--- config.mk ---
export PLATFORM = sky130hd
export DESIGN_NAME = seq_divider
export DESIGN_NICKNAME = d
export VERILOG_FILES = /design/src/rtl/div_pkg.sv /design/src/rtl/div_step.sv /design/src/rtl/seq_divider.sv
export SDC_FILE = /design/constraint.sdc
export NUM_CORES = 1
export LEC_CHECK = 0
export ABC_CLOCK_PERIOD_IN_PS = 10200
export BUFFER_PORTS_ARGS = -buffer_cell sky130_fd_sc_hd__buf_2
export CELL_PAD_IN_SITES_DETAIL_PLACEMENT = 1
export CELL_PAD_IN_SITES_GLOBAL_PLACEMENT = 1
export CORE_MARGIN = 4
export CORE_UTILIZATION = 40
export CTS_BUF_LIST = sky130_fd_sc_hd__clkbuf_4 sky130_fd_sc_hd__clkbuf_8 sky130_fd_sc_hd__clkbuf_16
export CTS_CLUSTER_DIAMETER = 200
export DETAILED_ROUTE_END_ITERATION = 10
export HOLD_SLACK_MARGIN = 0.08
export PLACE_DENSITY = 0.75
export SYNTH_ARGS = -nofsm -noshare
export SYNTH_HDL_FRONTEND = slang
export SYNTH_SLANG_ARGS = --single-unit
--- constraint.sdc ---
create_clock -name clk -period 10.2 [get_ports clk]
set_clock_uncertainty 0.1 [all_clocks]
set_input_delay 0.51 -clock clk [delete_from_list [all_inputs] [get_ports clk]]
set_output_delay 0.51 -clock clk [all_outputs]
set_load 0.01 [all_outputs]
--- src/rtl/div_pkg.sv ---
// Shared definitions for the sequential divider: default widths, FSM state
// encoding and a constant function for sizing the step counter.
package div_pkg;

  localparam int NW_DEF = 256;
  localparam int DW_DEF = 64;

  typedef enum logic [1:0] {
    IDLE = 2'd0,
    RUN  = 2'd1,
    DONE = 2'd2
  } state_t;

  // Bits needed to hold values 0 .. value-1.
  function automatic int clog2(input int value);
    int result;
    int v;
    result = 0;
    v = value - 1;
    while (v > 0) begin
      result = result + 1;
      v = v >> 1;
    end
    return result;
  endfunction

endpackage

--- src/rtl/div_step.sv ---
// One restoring-division step: shift the next dividend bit into the partial
// remainder, and subtract the divisor when it fits.
module div_step #(
  parameter int DW = 64
) (
  input  logic [DW-1:0] rem,
  input  logic          in_bit,
  input  logic [DW-1:0] den,
  output logic [DW-1:0] rem_next,
  output logic          q_bit
);

  logic [DW:0] t;

  // The partial remainder is always below den, so t fits DW+1 bits and the
  // restored result fits back into DW bits; the low-DW subtraction is exact
  // whenever t >= den.
  always_comb begin
    t        = {rem, in_bit};
    q_bit    = (t >= {1'b0, den});
    rem_next = q_bit ? (t[DW-1:0] - den) : t[DW-1:0];
  end

endmodule

--- src/rtl/seq_divider.sv ---
// Iterative restoring divider with a start/ready handshake.
//
// Handshake: start is sampled only in IDLE or DONE. The edge that samples
// start=1 is the accepting edge; num/den are captured there and may change
// afterwards. ready stays high with a valid quotient/remainder/div_zero until
// the next accepted start; busy is high while the NW stepping edges run.
// A zero divisor completes on the accepting edge itself with div_zero=1.
module seq_divider
  import div_pkg::*;
#(
  parameter int NW = NW_DEF,
  parameter int DW = DW_DEF
) (
  input  logic          clk,
  input  logic          reset,
  input  logic          start,
  input  logic [NW-1:0] num,
  input  logic [DW-1:0] den,
  output logic [NW-1:0] quotient,
  output logic [DW-1:0] remainder,
  output logic          ready,
  output logic          busy,
  output logic          div_zero
);

  localparam int CW = clog2(NW + 1);

  state_t        state;
  state_t        state_next;
  logic [NW-1:0] q_sh;
  logic [DW-1:0] rem;
  logic [DW-1:0] den_r;
  logic [CW-1:0] cnt;

  logic          accept_run;
  logic          accept_zero;
  logic          do_step;
  logic          last_step;

  logic [DW-1:0] rem_next;
  logic          q_bit;

  div_step #(.DW(DW)) u_step (
    .rem      (rem),
    .in_bit   (q_sh[NW-1]),
    .den      (den_r),
    .rem_next (rem_next),
    .q_bit    (q_bit)
  );

  // State register.
  always_ff @(posedge clk or negedge reset) begin
    if (!reset) state <= IDLE;
    else        state <= state_next;
  end

  // Next-state logic.
  always_comb begin
    state_next = state;
    case (state)
      IDLE, DONE: begin
        if (accept_zero)     state_next = DONE;
        else if (accept_run) state_next = RUN;
      end
      RUN: begin
        if (last_step) state_next = DONE;
      end
      default: state_next = IDLE;
    endcase
  end

  // FSM control outputs driving the datapath.
  always_comb begin
    accept_run  = 1'b0;
    accept_zero = 1'b0;
    do_step     = 1'b0;
    last_step   = 1'b0;
    case (state)
      IDLE, DONE: begin
        if (start) begin
          if (den == '0) accept_zero = 1'b1;
          else           accept_run  = 1'b1;
        end
      end
      RUN: begin
        do_step   = 1'b1;
        last_step = (cnt == CW'(1));
      end
      default: ;
    endcase
  end

  // Datapath: working registers step every RUN edge; the visible result
  // registers load only on the final step or on a zero-divisor accept.
  always_ff @(posedge clk or negedge reset) begin
    if (!reset) begin
      q_sh      <= '0;
      rem       <= '0;
      den_r     <= '0;
      cnt       <= '0;
      quotient  <= '0;
      remainder <= '0;
      ready     <= 1'b0;
      busy      <= 1'b0;
      div_zero  <= 1'b0;
    end else if (accept_run) begin
      q_sh     <= num;
      rem      <= '0;
      den_r    <= den;
      cnt      <= CW'(NW);
      ready    <= 1'b0;
      busy     <= 1'b1;
      div_zero <= 1'b0;
    end else if (accept_zero) begin
      quotient  <= '1;
      remainder <= num[DW-1:0];
      div_zero  <= 1'b1;
      ready     <= 1'b1;
      busy      <= 1'b0;
    end else if (do_step) begin
      q_sh <= {q_sh[NW-2:0], q_bit};
      rem  <= rem_next;
      cnt  <= cnt - CW'(1);
      if (last_step) begin
        quotient  <= {q_sh[NW-2:0], q_bit};
        remainder <= rem_next;
        ready     <= 1'b1;
        busy      <= 1'b0;
      end
    end
  end

endmodule

==> reports/qor.txt <==
Reg-to-Reg Start: rem[0]
Hold Path Stages: 3
IO Port Bufs: 645
FMAX: 190.0 MHz
Power Density: 328.3 nW/µm²
vias post-DR: 32670
total global routing overflow: 0
startpoint types: flop
Crit. End Element: flop
WL per Instance: 24.65 µm
CTS HTree Levels: 3
hold crit path type: input pin to flop
Max Slew Vio Count: 0
nets: 4962
GRT Overall Usage: 30.81%
final hold vios: 0
Post-Syn Nets: 4166
r2r setup slk: 4.94 ns
crit path DAT: 5.65 ns
WL final: 141300 µm
initial core utilization: 40.26%
cell with the most instances after synthesis: dfrtp_1
Leak: 19.29 nW
Chip Height: 297.8 µm
TNS Setup: 0 ns
clock buffer depth: 3
hold slack: 0.1050 ns
RSZ-0062 raised after global routing: no
Routed Antenna Nets: 0
min Tclk post-route: 5.264 ns
Initial DRT Pass Iterations: 8
Worst-Margin Slew: 1.373 ns
initial antenna violation count: 19
Core Region: 83420 µm²
DRC viols: 0
Worst Hold Launch: den[31]
post-CTS setup buffers: 0
register area share after synthesis: 53.49%
run status: completed
Setup CP Type: flop to flop
die area: 88680 µm²
Seq cells post-synth: 718
largest net degree at the start of global routing: 222
ys async rst share: 100.0%
count of cell types in the netlist: 69
site row count: 106
FF-to-FF End: remainder[12]
total power: 14.24 mW
post-synthesis instance area: 33590 µm²
DRT iter0 DRCs: 2598
final worst path period share: 51.61%
final number of setup-violating endpoints: 0
Critical Path RT: 10.58 ns
vias in the first global route: 33990
first-pass GRT wire length: 213300 µm
Max FO, Critical Path: 37
post-route insts no fill: 5730
hold endpoint: den_r[31]
Yosys top cell by area: dfrtp_1
TritonCTS Buffers: 82
ys flop type: dfrtp_1
Max Cap Viol: 0
Synth-to-Final Area Change: 29.14%
Skew-Pair Late Insertion Delay: 0.65 ns
mean post-synth cell area: 8.896 µm²
Clock Root Buffer: clkbuf_16
proportion of layout cells with a drive suffix above 1: 18.16%
FF-to-FF path depth: 14
top cells by area, synth: dfrtp_1 (53%), nand2_1 (7.9%), nor2_1 (6.6%), a22oi_1 (5.7%), a21oi_1 (5.4%)
GPL Wtd Cong: 0.8844
number of synthesized flops with an enable pin: 0
DR vias/cell: 5.701
CTS Sinks: 718
Die Wd: 297.8 µm
clk slew on worst S/H paths: 0.06 ns
synth warn: 0
Inst Count DP: 5264
Rel. slew slack: 8.454%
Post-DP HPWL: 92430 µm
Worst IR Drop VDD: 232.2 µV
synth cell count leaders: dfrtp_1 (718), nand2_1 (711), nor2_1 (590)
I/O pins: 646
Synth top area share: 53.49%
CTS tree: yes
synthesized instance count: 3776
-- worst max-delay path by stage --
stage | from | to | depth (start not counted) | slack, ns
6_report | rem[0] | remainder[12] | 14 | 4.94
5_1_grt | rem[2] | remainder[17] | 14 | 4.70
4_1_cts | rem[2] | remainder[12] | 14 | 5.06
3_5_place_dp | rem[0] | remainder[12] | 14 | 5.14
3_3_place_gp | den[5] | remainder[55] | 12 | 5.07
2_1_floorplan | q_sh[255] | remainder[60] | 13 | 7.02
-- area by class of cell --
type / instances / area, µm²
Sequential cell: 718 / 17970
Clock buffer: 119 / 2442
Inverter: 93 / 349.1
Fill cell: 9646 / 40050
Multi-Input combinational cell: 2697 / 14260
Tap cell: 1080 / 1351
Antenna cell: 20 / 50.05
Timing Repair Buffer: 980 / 6601
Clock inverter: 23 / 352.8
-- sequential cells by signal (all words and copies together), names as in the netlist --
name	count
div_zero	1
rem	64
quotient	256
den_r	64
cnt	9
ready	1
q_sh	256
remainder	64
state	2
busy	1
-- per-stage QoR --
step | util, % | setup WS, ns | area (µm²)
after floorplan | - | 7.017 | 33590
after global placement | 44.94 | 5.070 | 37490
after detailed placement | 44.94 | 5.142 | 37490
after CTS | 51.94 | 5.064 | 43330
after global routing | 51.99 | 4.701 | 43370
final | 52.00 | 4.936 | 43380
-- critical path, cell delays in order (launching register included) --
cell and delay, ns:
dfrtp_1 0.44, ha_1 0.33, nor2b_1 0.15, o2111ai_1 0.27, a21oi_1 0.21, o211ai_1 0.32
a21oi_1 0.23, o2111ai_2 0.27, a21oi_1 0.14, buf_4 0.21, nor2_4 0.73, buf_4 0.63
buf_4 0.51, mux2i_1 0.39, o211ai_1 0.15
-- placed cells by master (no fill, tap or decap), types with 6 or more instances in the layout --
cell           count
bufinv_16          6
o31ai_1            7
inv_1             91
o21ai_0          124
and2_1             6
a31oi_1           24
buf_2            644
buf_4             24
o21ai_1           65
and3_1             9
a22oi_1          257
o22ai_1            8
nor2_1           587
o21bai_1          18
mux2i_1           45
dfrtp_1          718
nand3_1           96
clkinv_2           9
clkbuf_8          18
buf_12             7
o221ai_1           7
nand2b_1           8
nand2_1          711
nand4_1           24
o211ai_1          37
clkbuf_4          19
ha_1              66
diode_2           20
xor2_1            19
nor3_1            19
or4_1              6
a21o_1            24
xnor2_1           46
dlygate4sd3_1    304
a21oi_1          360
clkbuf_16         82
nor4_1            28
a32oi_1           12
-- cell families after synthesis --
group / share of synthesized area [%]
multiplexers: 1.442
XOR/XNOR: 1.695
adder cells (fa/ha/maj): 2.518
flip-flops: 53.49
AND/OR/NAND/NOR: 18.57
AO/OA/AOI/OAI: 18.09
buffers and inverters: 4.198
-- power by group --
part | switching (mW) | total [mW] | internal (mW)
clock network | 1.27 | 3.09 | 1.82
registers | 0.772 | 4.62 | 3.85
logic | 4.18 | 6.53 | 2.35
-- metal layers --
metal,GRT usage [%],wire length [µm]
met5,0,8
met4,14.21,7720
met3,5.567,8984
met2,48.90,64950
met1,41.29,59590
-- what timing repair did --
action / CTS / global route
hold buffers: 304 / 0
endpoints found under the hold margin: 439 / 0
resized for setup: 0 / 0
Power figures use the tool's default switching activity.
